`src/rtl/reg_scoreboard_ctrl.sv`:
```
// reg_scoreboard_ctrl
//   Issue controller between the ID-stage decoder and the register file.
//   It keeps a small outstanding-write counter for each architectural
//   register (r1..r31), stalls ID on RAW hazards or counter saturation,
//   and sequences the 1-cycle synchronous register file read.
//
// Ports
//   i_clk, i_reset        clock; synchronous active-high reset
//   i_id_valid            ID holds a decoded instruction
//   i_id_rs, i_id_rt      source registers (rt only counts when i_id_uses_rt)
//   i_id_dest_en/i_id_dest destination write enable / register
//   i_wb_en, i_wb_rd      writeback retires one write to i_wb_rd
//   o_stall, o_issue      combinational hold / issue for this cycle
//   o_opnd_valid          regfile read data valid (cycle after issue)
//   o_opnd_rs, o_opnd_rt  source registers of the issued instruction
//   o_pending_mask        bit i set while register i has outstanding writes
//   o_stall_cycles        saturating count of stalled cycles
//   o_wb_underflow        sticky: writeback retired with nothing outstanding
module reg_scoreboard_ctrl #(
  parameter int MAX_INFLIGHT = 3,
  parameter int STALL_CNT_W  = 16
) (
  input  logic                   i_clk,
  input  logic                   i_reset,
  input  logic                   i_id_valid,
  input  logic [4:0]             i_id_rs,
  input  logic [4:0]             i_id_rt,
  input  logic                   i_id_uses_rt,
  input  logic                   i_id_dest_en,
  input  logic [4:0]             i_id_dest,
  input  logic                   i_wb_en,
  input  logic [4:0]             i_wb_rd,
  output logic                   o_stall,
  output logic                   o_issue,
  output logic                   o_opnd_valid,
  output logic [4:0]             o_opnd_rs,
  output logic [4:0]             o_opnd_rt,
  output logic [31:0]            o_pending_mask,
  output logic [STALL_CNT_W-1:0] o_stall_cycles,
  output logic                   o_wb_underflow
);

  localparam int CW = $clog2(MAX_INFLIGHT + 1);

  logic [CW-1:0]          r_cnt [1:31];
  logic                   r_opnd_valid;
  logic [4:0]             r_opnd_rs;
  logic [4:0]             r_opnd_rt;
  logic [STALL_CNT_W-1:0] r_stall_cycles;
  logic                   r_wb_underflow;

  // w_cnt extends the counters with a constant-zero entry for r0 so every
  // 5-bit register number can index it directly.
  logic [CW-1:0] w_cnt [32];
  logic [31:1]   w_pend;
  logic [31:1]   w_inc;
  logic [31:1]   w_dec;
  logic          w_raw_rs;
  logic          w_raw_rt;
  logic          w_sat;
  logic          w_stall;
  logic          w_issue;
  logic          w_underflow;

  always_comb begin
    w_cnt[0] = '0;
    w_pend   = '0;
    for (int i = 1; i < 32; i++) begin
      w_cnt[i]  = r_cnt[i];
      w_pend[i] = (r_cnt[i] != '0);
    end
  end

  // Hazards use pre-issue counts, so a self-dependent instruction
  // (rs == dest) only sees writes issued before it.
  assign w_raw_rs = (w_cnt[i_id_rs] != '0);
  assign w_raw_rt = i_id_uses_rt && (w_cnt[i_id_rt] != '0);
  assign w_sat    = i_id_dest_en && (i_id_dest != 5'd0) &&
                    (w_cnt[i_id_dest] == CW'(MAX_INFLIGHT));
  assign w_stall  = i_id_valid && (w_raw_rs || w_raw_rt || w_sat);
  assign w_issue  = i_id_valid && !w_stall;

  always_comb begin
    w_inc = '0;
    w_dec = '0;
    if (w_issue && i_id_dest_en && (i_id_dest != 5'd0)) w_inc[i_id_dest] = 1'b1;
    if (i_wb_en && (i_wb_rd != 5'd0))                   w_dec[i_wb_rd]   = 1'b1;
  end

  // A retire that is not cancelled by a same-cycle issue to an idle register.
  assign w_underflow = |(w_dec & ~w_inc & ~w_pend);

  always_ff @(posedge i_clk) begin
    if (i_reset) begin
      for (int r = 1; r < 32; r++) r_cnt[r] <= '0;
      r_opnd_valid   <= 1'b0;
      r_opnd_rs      <= 5'd0;
      r_opnd_rt      <= 5'd0;
      r_stall_cycles <= '0;
      r_wb_underflow <= 1'b0;
    end else begin
      for (int r = 1; r < 32; r++) begin
        case ({w_inc[r], w_dec[r]})
          2'b10:   r_cnt[r] <= r_cnt[r] + CW'(1);
          2'b01:   if (r_cnt[r] != '0) r_cnt[r] <= r_cnt[r] - CW'(1);
          default: r_cnt[r] <= r_cnt[r];
        endcase
      end
      r_opnd_valid <= w_issue;
      if (w_issue) begin
        r_opnd_rs <= i_id_rs;
        r_opnd_rt <= i_id_rt;
      end
      if (w_stall && !(&r_stall_cycles))
        r_stall_cycles <= r_stall_cycles + STALL_CNT_W'(1);
      if (w_underflow) r_wb_underflow <= 1'b1;
    end
  end

  assign o_stall        = w_stall;
  assign o_issue        = w_issue;
  assign o_opnd_valid   = r_opnd_valid;
  assign o_opnd_rs      = r_opnd_rs;
  assign o_opnd_rt      = r_opnd_rt;
  assign o_pending_mask = {w_pend, 1'b0};
  assign o_stall_cycles = r_stall_cycles;
  assign o_wb_underflow = r_wb_underflow;

endmodule

```
`config.mk`:
```
export PLATFORM = sky130hd
export DESIGN_NAME = reg_scoreboard_ctrl
export DESIGN_NICKNAME = d
export VERILOG_FILES = /design/src/rtl/reg_scoreboard_ctrl.sv
export SDC_FILE = /design/constraint.sdc
export NUM_CORES = 1
export LEC_CHECK = 0
export BUFFER_PORTS_ARGS = -buffer_cell sky130_fd_sc_hd__buf_2
export CAP_MARGIN = 10
export CELL_PAD_IN_SITES_DETAIL_PLACEMENT = 2
export CELL_PAD_IN_SITES_GLOBAL_PLACEMENT = 2
export CORE_ASPECT_RATIO = 0.7
export CORE_UTILIZATION = 33
export CTS_CLUSTER_DIAMETER = 40
export DETAILED_ROUTE_END_ITERATION = 8
export PLACE_DENSITY_LB_ADDON = 0.08
export SLEW_MARGIN = 15
export SYNTH_ARGS = -nofsm -noshare
export SYNTH_HDL_FRONTEND = slang
export SYNTH_SLANG_ARGS = --single-unit
```
`constraint.sdc`:
```
create_clock -name i_clk -period 3.45 [get_ports i_clk]
set_clock_uncertainty 0.15 [all_clocks]
set_input_delay 0.5175 -clock i_clk [delete_from_list [all_inputs] [get_ports i_clk]]
set_output_delay 0.5175 -clock i_clk [all_outputs]
set_load 0.05 [all_outputs]
```
==> metrics, run 1 <==
outcome=finished, violations left; failing checks=setup timing; Final Cell Area=13500 um2; TNS Setup=-93.12 ns; Finish-stage setup viols=140; initial antenna violation count=2; simple-gate share of the synthesized area=0.236; WL per Instance=36.8 um; final slew viol count=0; CP peak stage delay=0.51 ns; fmax=222 MHz; syn_nets=1111; CTS buffer count=9; Area growth syn-to-layout=66.1%; Crit. End Element=flip-flop; share of the clock period used by the worst path=1.30; CP most frequent cell=buf_4; post-synth top area share=0.230; Final Core Density=0.564; xor and xnor area share after synthesis=0; nets@finish=1423; crit-path cells=buf_4 > mux4_2 > a22oi_1 > o21ai_0 > o211ai_1 > buf_4 > nand4_4 > buf_12 > nor4_4 > buf_4 > nand2_1 > ha_2 > a22o_1 > a221oi_2 > nand4_1 > nor3_4 > nor2_2; PortBufs=86; Compound-Gate Fraction of Synth Area=0.153; worst skew pair latency=0.41 ns; largest net degree at the start of global routing=133; ys flop type=edfxtp_1; minimum clock period=4.50 ns; final hold violation count=0; RSZ-0062 raised after global routing=true; CTS tree=built; Post-Place Cells=1571; Hold/Removal Path Class=input port to flip-flop; drt first pass iters=5; worst-margin pin slew=0.789 ns; Chip Width=189 um; total power=3.47 mW; DRC=0; hold_ws=0.396 ns; final wirelength=60000 um; vias=10326; grt total ovfl=0; Synth Cell Area=8110 um2; #FFs+latches synth=90; Post-DP Area=10800 um2; Routed Antenna Nets=0; Total Routing Usage GR=0.411; Leak=5.79 nW; post-detail-place hpwl=30000 um; CP Max Fanout=4; Yosys warning total=0; Post-synth EDFFs=62; startpoint types=flip-flop; Critical Path Slowest Stage Cell=mux4_2; critical path type=flip-flop to flip-flop; core area=23900 um2; Ports=88; pre-CTS setup slack=-0.931 ns; # hold bufs at CTS=0; Clock transition at path regs=0.08 ns; clk buf depth=2; worst path arrival time=4.60 ns; Cells after Synth=991; hold depth=3; async set or reset register ratio after synthesis=0; CTS sink count=90; CTS H-Tree Depth=3; CTS root buf=clkbuf_16; adder-cell area share of the yosys netlist=0.145; Reg2Reg Depth=17; first-pass GRT wire length=75300 um; GPL Wtd Cong=0.887; cell accounting for the most synthesized area=edfxtp_1; mux share of post-synthesis cell area=0.0782; Mapped Avg Cell Area=8.18 um2; sequential area share after synthesis=0.299; CP required=3.55 ns; Starting Density=0.340; max-cap violation count=0; Max-slew headroom=0.474; largest family of logic cells by synthesized area=simple AND/OR/NAND/NOR gates; DRT iter0 DRCs=970; Synth area leaders=edfxtp_1, ha_1, dfxtp_1, inv_1, nand2_1; Final Instance Count excl. Fillers=1627; die height=133 um; die area=25200 um2; Max VDD drop=0.324 mV; Netlist cell types=57; share of cells above drive strength 1=0.516; FP Rows=47; ratio of total power to cell area=258 nW/um2; DR vias/cell=6.35; final setup margin=-1.05 ns; via count of the first global-routing pass=10818; Fillers=2417
## per-layer routing
layer,vias up,share of wire,global-route usage
li1,4076,-,-
met1,5220,0.38,0.508
met2,705,0.46,0.693
met3,323,0.084,0.0814
met4,2,0.071,0.183
met5,-,0.00015,0
## path summary, 6_finish.rpt
path / from / endpoint / slack (ns)
worst max-delay path: r_cnt[0][21] / o_wb_underflow / -1.05
worst min-delay path: i_id_rs[4] / o_opnd_rs[4] / 0.40
worst max register to register: r_cnt[0][21] / o_wb_underflow / -1.05
worst min register to register: o_opnd_rt[2] / o_opnd_rt[2] / 0.40
## cell families after synthesis
kind of cell,count (synthesis)
fa+ha+maj,94
mux,46
flops,90
simple gates,399
buf+inv,179
compound gates,182
other cells,1
## power breakdown
| part | leakage, nW | internal, mW | switching [mW] |
|---|---|---|---|
| Combinational | 4.77 | 0.385 | 0.712 |
| Clock | 0.151 | 0.547 | 0.583 |
| Sequential | 0.867 | 1.19 | 0.0504 |
## worst max-delay path, delay by kind of cell, from the launching register on
family / cells / cell delay, ns
buf+inv: 4 / 0.76
compound gates: 5 / 1.24
fa+ha+maj: 1 / 0.21
simple gates: 6 / 1.00
mux: 1 / 0.51
flops: 1 / 0.46
## registers in the layout, indices dropped and copies added (netlist names)
name / cells
o_opnd_rs: 5
o_opnd_valid: 1
r_cnt: 62
o_opnd_rt: 5
o_stall_cycles: 16
o_wb_underflow: 1
## what timing repair did
item	in CTS	in global routing
endpoints found under the setup margin	131	137
resized for setup	383	62
pin swaps	90	41
buffers inserted	29	14
## layout make-up
cell class,count,area (um2),area share
antenna,1,2.50,0.000186
clock buffer,10,250,0.0186
clock inverter,6,50.0,0.00372
inverter,134,505,0.0375
multi-input combinational,722,7050,0.524
sequential,90,2420,0.180
tap,318,398,0.0295
timing repair buffer,346,2790,0.207
## placed cells by master (no fill, tap or decap), types with 6 or more instances in the layout
cell,instances
nor3_4,6
ha_2,6
nor2_4,24
nor3_1,43
clkbuf_16,10
nand3_2,29
nand2_1,75
a21oi_4,22
mux4_2,13
nand3_1,12
a22o_1,6
inv_1,131
dfxtp_1,28
mux2_2,8
o21ai_0,6
buf_4,189
o21bai_2,19
buf_2,80
nand2_2,16
o21bai_4,12
buf_12,10
buf_6,64
edfxtp_1,62
and2_4,6
ha_4,51
nand4_1,6
nor3_2,21
nor2b_1,9
nand2_4,21
a21oi_2,11
a22oi_1,6
mux2i_1,22
ha_1,37
a21oi_1,23
o21a_1,32
nor2_1,79
## synth_stat cells (all sizes together), types with 6 or more instances
master  count
a211oi      9
a21oi      56
a22o        6
a22oi       8
a31oi       6
and2       11
buf        22
clkbuf     23
dfxtp      28
edfxtp     62
ha         94
inv       134
mux2        9
mux2i      24
mux4       13
nand2     112
nand3      41
nand4       7
nor2      106
nor2b       9
nor3       70
nor3b       6
o21a       32
o21ai       7
o21bai     33
(Power assumes the default switching activity.)
==> run 2: changes to the inputs <==
ABC_AREA = 1   (was not set)
CORE_UTILIZATION = 30   (was 33)
==> metrics, run 2 <==
CTS tree=built; multi-input logic area=5230 um2; outcome=finished, violations left; sequential area share after synthesis=0.290; Mapped Avg Cell Area=6.73 um2; Crit. End Element=flip-flop; fmax=288 MHz; most common cell after layout, fill and taps aside=nand2_1; Finish-stage setup viols=1; clock power share=0.326; GPL Wtd Cong=0.889; Fillers=3285; CTS sink count=90; CP peak stage delay=0.45 ns; WL per Instance=21.8 um; Routed Antenna Nets=0; Critical Path Slowest Stage Cell=edfxtp_1; Area growth syn-to-layout=34.8%; max-cap violation count=0; Synth Cell Area=8340 um2; final wirelength=40500 um; cell accounting for the most synthesized area=edfxtp_1; via count of the first global-routing pass=10059; startpoint types=flip-flop; final setup margin=-0.0254 ns; worst-margin pin slew=0.586 ns; Max-slew headroom=0.609; final hold violation count=0; worst path arrival time=3.58 ns; #FFs+latches synth=90; die height=142 um; total power=3.18 mW; Chip Width=201 um; Sequential Area=2420 um2; initial antenna violation count=0; final slew viol count=0; failing checks=setup timing; Post-DP Area=10300 um2; # diodes=0; grt total ovfl=0; minimum clock period=3.48 ns; most frequent cells in the layout=nand2_1, inv_1, nor2_1, buf_4, buf_2; Largest register FFs=62; Power Internal=1.98 mW; Total Routing Usage GR=0.281; critical path type=flip-flop to flip-flop; share of the clock period used by the worst path=1.01; core area=27000 um2; sw frac=0.376; DRT iter0 DRCs=652; Post-synth EDFFs=62; crit-path cells=buf_6 > inv_4 > nor2_2 > a21oi_2 > nand2_1 > nand2_1 > nand2_2 > nor2_2 > nand2_1 > nand3_2 > nand3_4 > nor2_8 > nand3_4 > clkinv_4 > buf_4 > nand2_1 > ha_1 > inv_1 > o22ai_1 > a221oi_4 > nand4_1 > nor3_2 > nor2_1; Psw=1.20 mW; Netlist cell types=40; CP Max Fanout=4; Commonest cells post-synth=nand2_1, inv_1, nor2_1; largest net degree at the start of global routing=78; Ports=88; post-synth top area share=0.223; Synth area leaders=edfxtp_1, ha_1, nand2_1, inv_1, nor2_1; Starting Density=0.309; RSZ-0062 raised after global routing=true; clk buf depth=2; Cells after Synth=1239; async set or reset register ratio after synthesis=0; DRC=0; post-detail-place hpwl=30500 um; Yosys warning total=0; Largest Register=r_cnt; first-pass GRT wire length=60100 um; register share of total power=0.389; drt first pass iters=7; worst skew pair latency=0.38 ns; Largest delay share family, worst path=simple AND/OR/NAND/NOR gates; DR vias/cell=5.13; die area=28500 um2; syn_nets=1359; CTS H-Tree Depth=3; PortBufs=86; Final Cell Area=11200 um2; most frequent cell after synthesis=nand2_1; share of cells above drive strength 1=0.263; # hold bufs at CTS=0; ratio of total power to cell area=283 nW/um2; CTS buffer count=9; Gate power share=0.285; CTS root buf=clkbuf_16; Hold/Removal Path Class=flip-flop to flip-flop; CP most frequent cell=nand2_1; ys flop type=edfxtp_1; Leak=5.15 nW; Max VDD drop=0.246 mV; nets@finish=1607; CP required=3.55 ns; Clock transition at path regs=0.08 ns; vias=9530; FP Rows=50; critical path buffer and inverter count=5
[run 2: cell types whose count changed in the layout (fill, tap and decap cells not counted), sizes merged, moves of 32 or more]
cell	previous run	this run
inv	139	235
o21a	32	0
o21ai	7	75
buf	346	271
nand2	112	283
o21bai	33	0
nor2	106	189
[run 2: repair_timing]
item / in CTS / in global routing
setup endpoints to repair: 1 / 88
buffers inserted: 18 / 13
gates resized for setup: 30 / 105
pin swaps: 12 / 40
[run 2: cells by family (layout without fill, tap and decap cells)]
family	count (synthesis)	after routing	share of synthesized area
xor gates and xnor gates	11	11	0.0116
adders and majority gates	94	94	0.141
buffers and inverters	266	519	0.126
and+or+nand+nor	630	630	0.330
AOI/OAI and AO/OA	147	147	0.101
other	1	1	0.000450
DFF	90	90	0.290
[run 2: area by class of cell]
class | count | share of cell area
Clock inverter | 7 | 0.00523
Timing Repair Buffer | 271 | 0.174
Clock buffer | 9 | 0.0200
Tap cell | 364 | 0.0405
Inverter | 232 | 0.0795
Multi-Input combinational cell | 883 | 0.465
Sequential cell | 90 | 0.215
[run 2: power groups by stage]
stage               clock [mW]  sequential [mW]  combinational (mW)
floorplan                    0             1.32               0.429
global placement             0             1.26               0.800
detailed placement           0             1.26               0.823
CTS                       1.06             1.23               0.854
global route              1.09             1.24               0.970
finish                    1.04             1.23               0.906
[run 2: final timing paths]
kind	from	to	slack, ns	cells past startpoint
max reg2reg	r_cnt[0][54]	o_wb_underflow	-0.03	23
max	r_cnt[0][54]	o_wb_underflow	-0.03	23
min	o_opnd_rt[0]	o_opnd_rt[0]	0.34	2
min reg2reg	o_opnd_rt[0]	o_opnd_rt[0]	0.34	2
[run 2: routing by layer]
metal / global-route usage / wire length [um] / part of all wire / up-vias
li1: - / - / - / 4496
met2: 0.445 / 17700 / 0.44 / 255
met1: 0.404 / 19700 / 0.49 / 4735
met5: 0 / 0 / 0 / -
met3: 0.0404 / 2440 / 0.060 / 44
met4: 0.0622 / 661 / 0.016 / 0
[run 2: through the flow]
step | utilization | instances | setup TNS [ns] | hold slack (ns) | setup slack, ns
2_1_floorplan | - | 1239 | 0 | 0.386 | 0.232
3_3_place_gp | 0.380 | 1810 | -2.65 | 0.310 | -0.648
3_5_place_dp | 0.380 | 1810 | -7.29 | 0.324 | -0.690
4_1_cts | 0.400 | 1844 | 0 | 0.343 | 0.00510
5_1_grt | 0.416 | 1856 | -1.50 | 0.388 | -0.167
6_report | 0.416 | 1856 | -0.0254 | 0.338 | -0.0254
[run 2: worst reg2reg max path, cell delays in order, from the launching register on]
cell,delay [ns]
edfxtp_1,0.45
buf_6,0.16
inv_4,0.05
nor2_2,0.04
a21oi_2,0.16
nand2_1,0.07
nand2_1,0.10
nand2_2,0.08
nor2_2,0.08
nand2_1,0.07
nand3_2,0.10
nand3_4,0.11
nor2_8,0.20
nand3_4,0.14
clkinv_4,0.10
buf_4,0.13
nand2_1,0.05
ha_1,0.19
inv_1,0.08
o22ai_1,0.11
a221oi_4,0.26
nand4_1,0.23
nor3_2,0.20
nor2_1,0.05
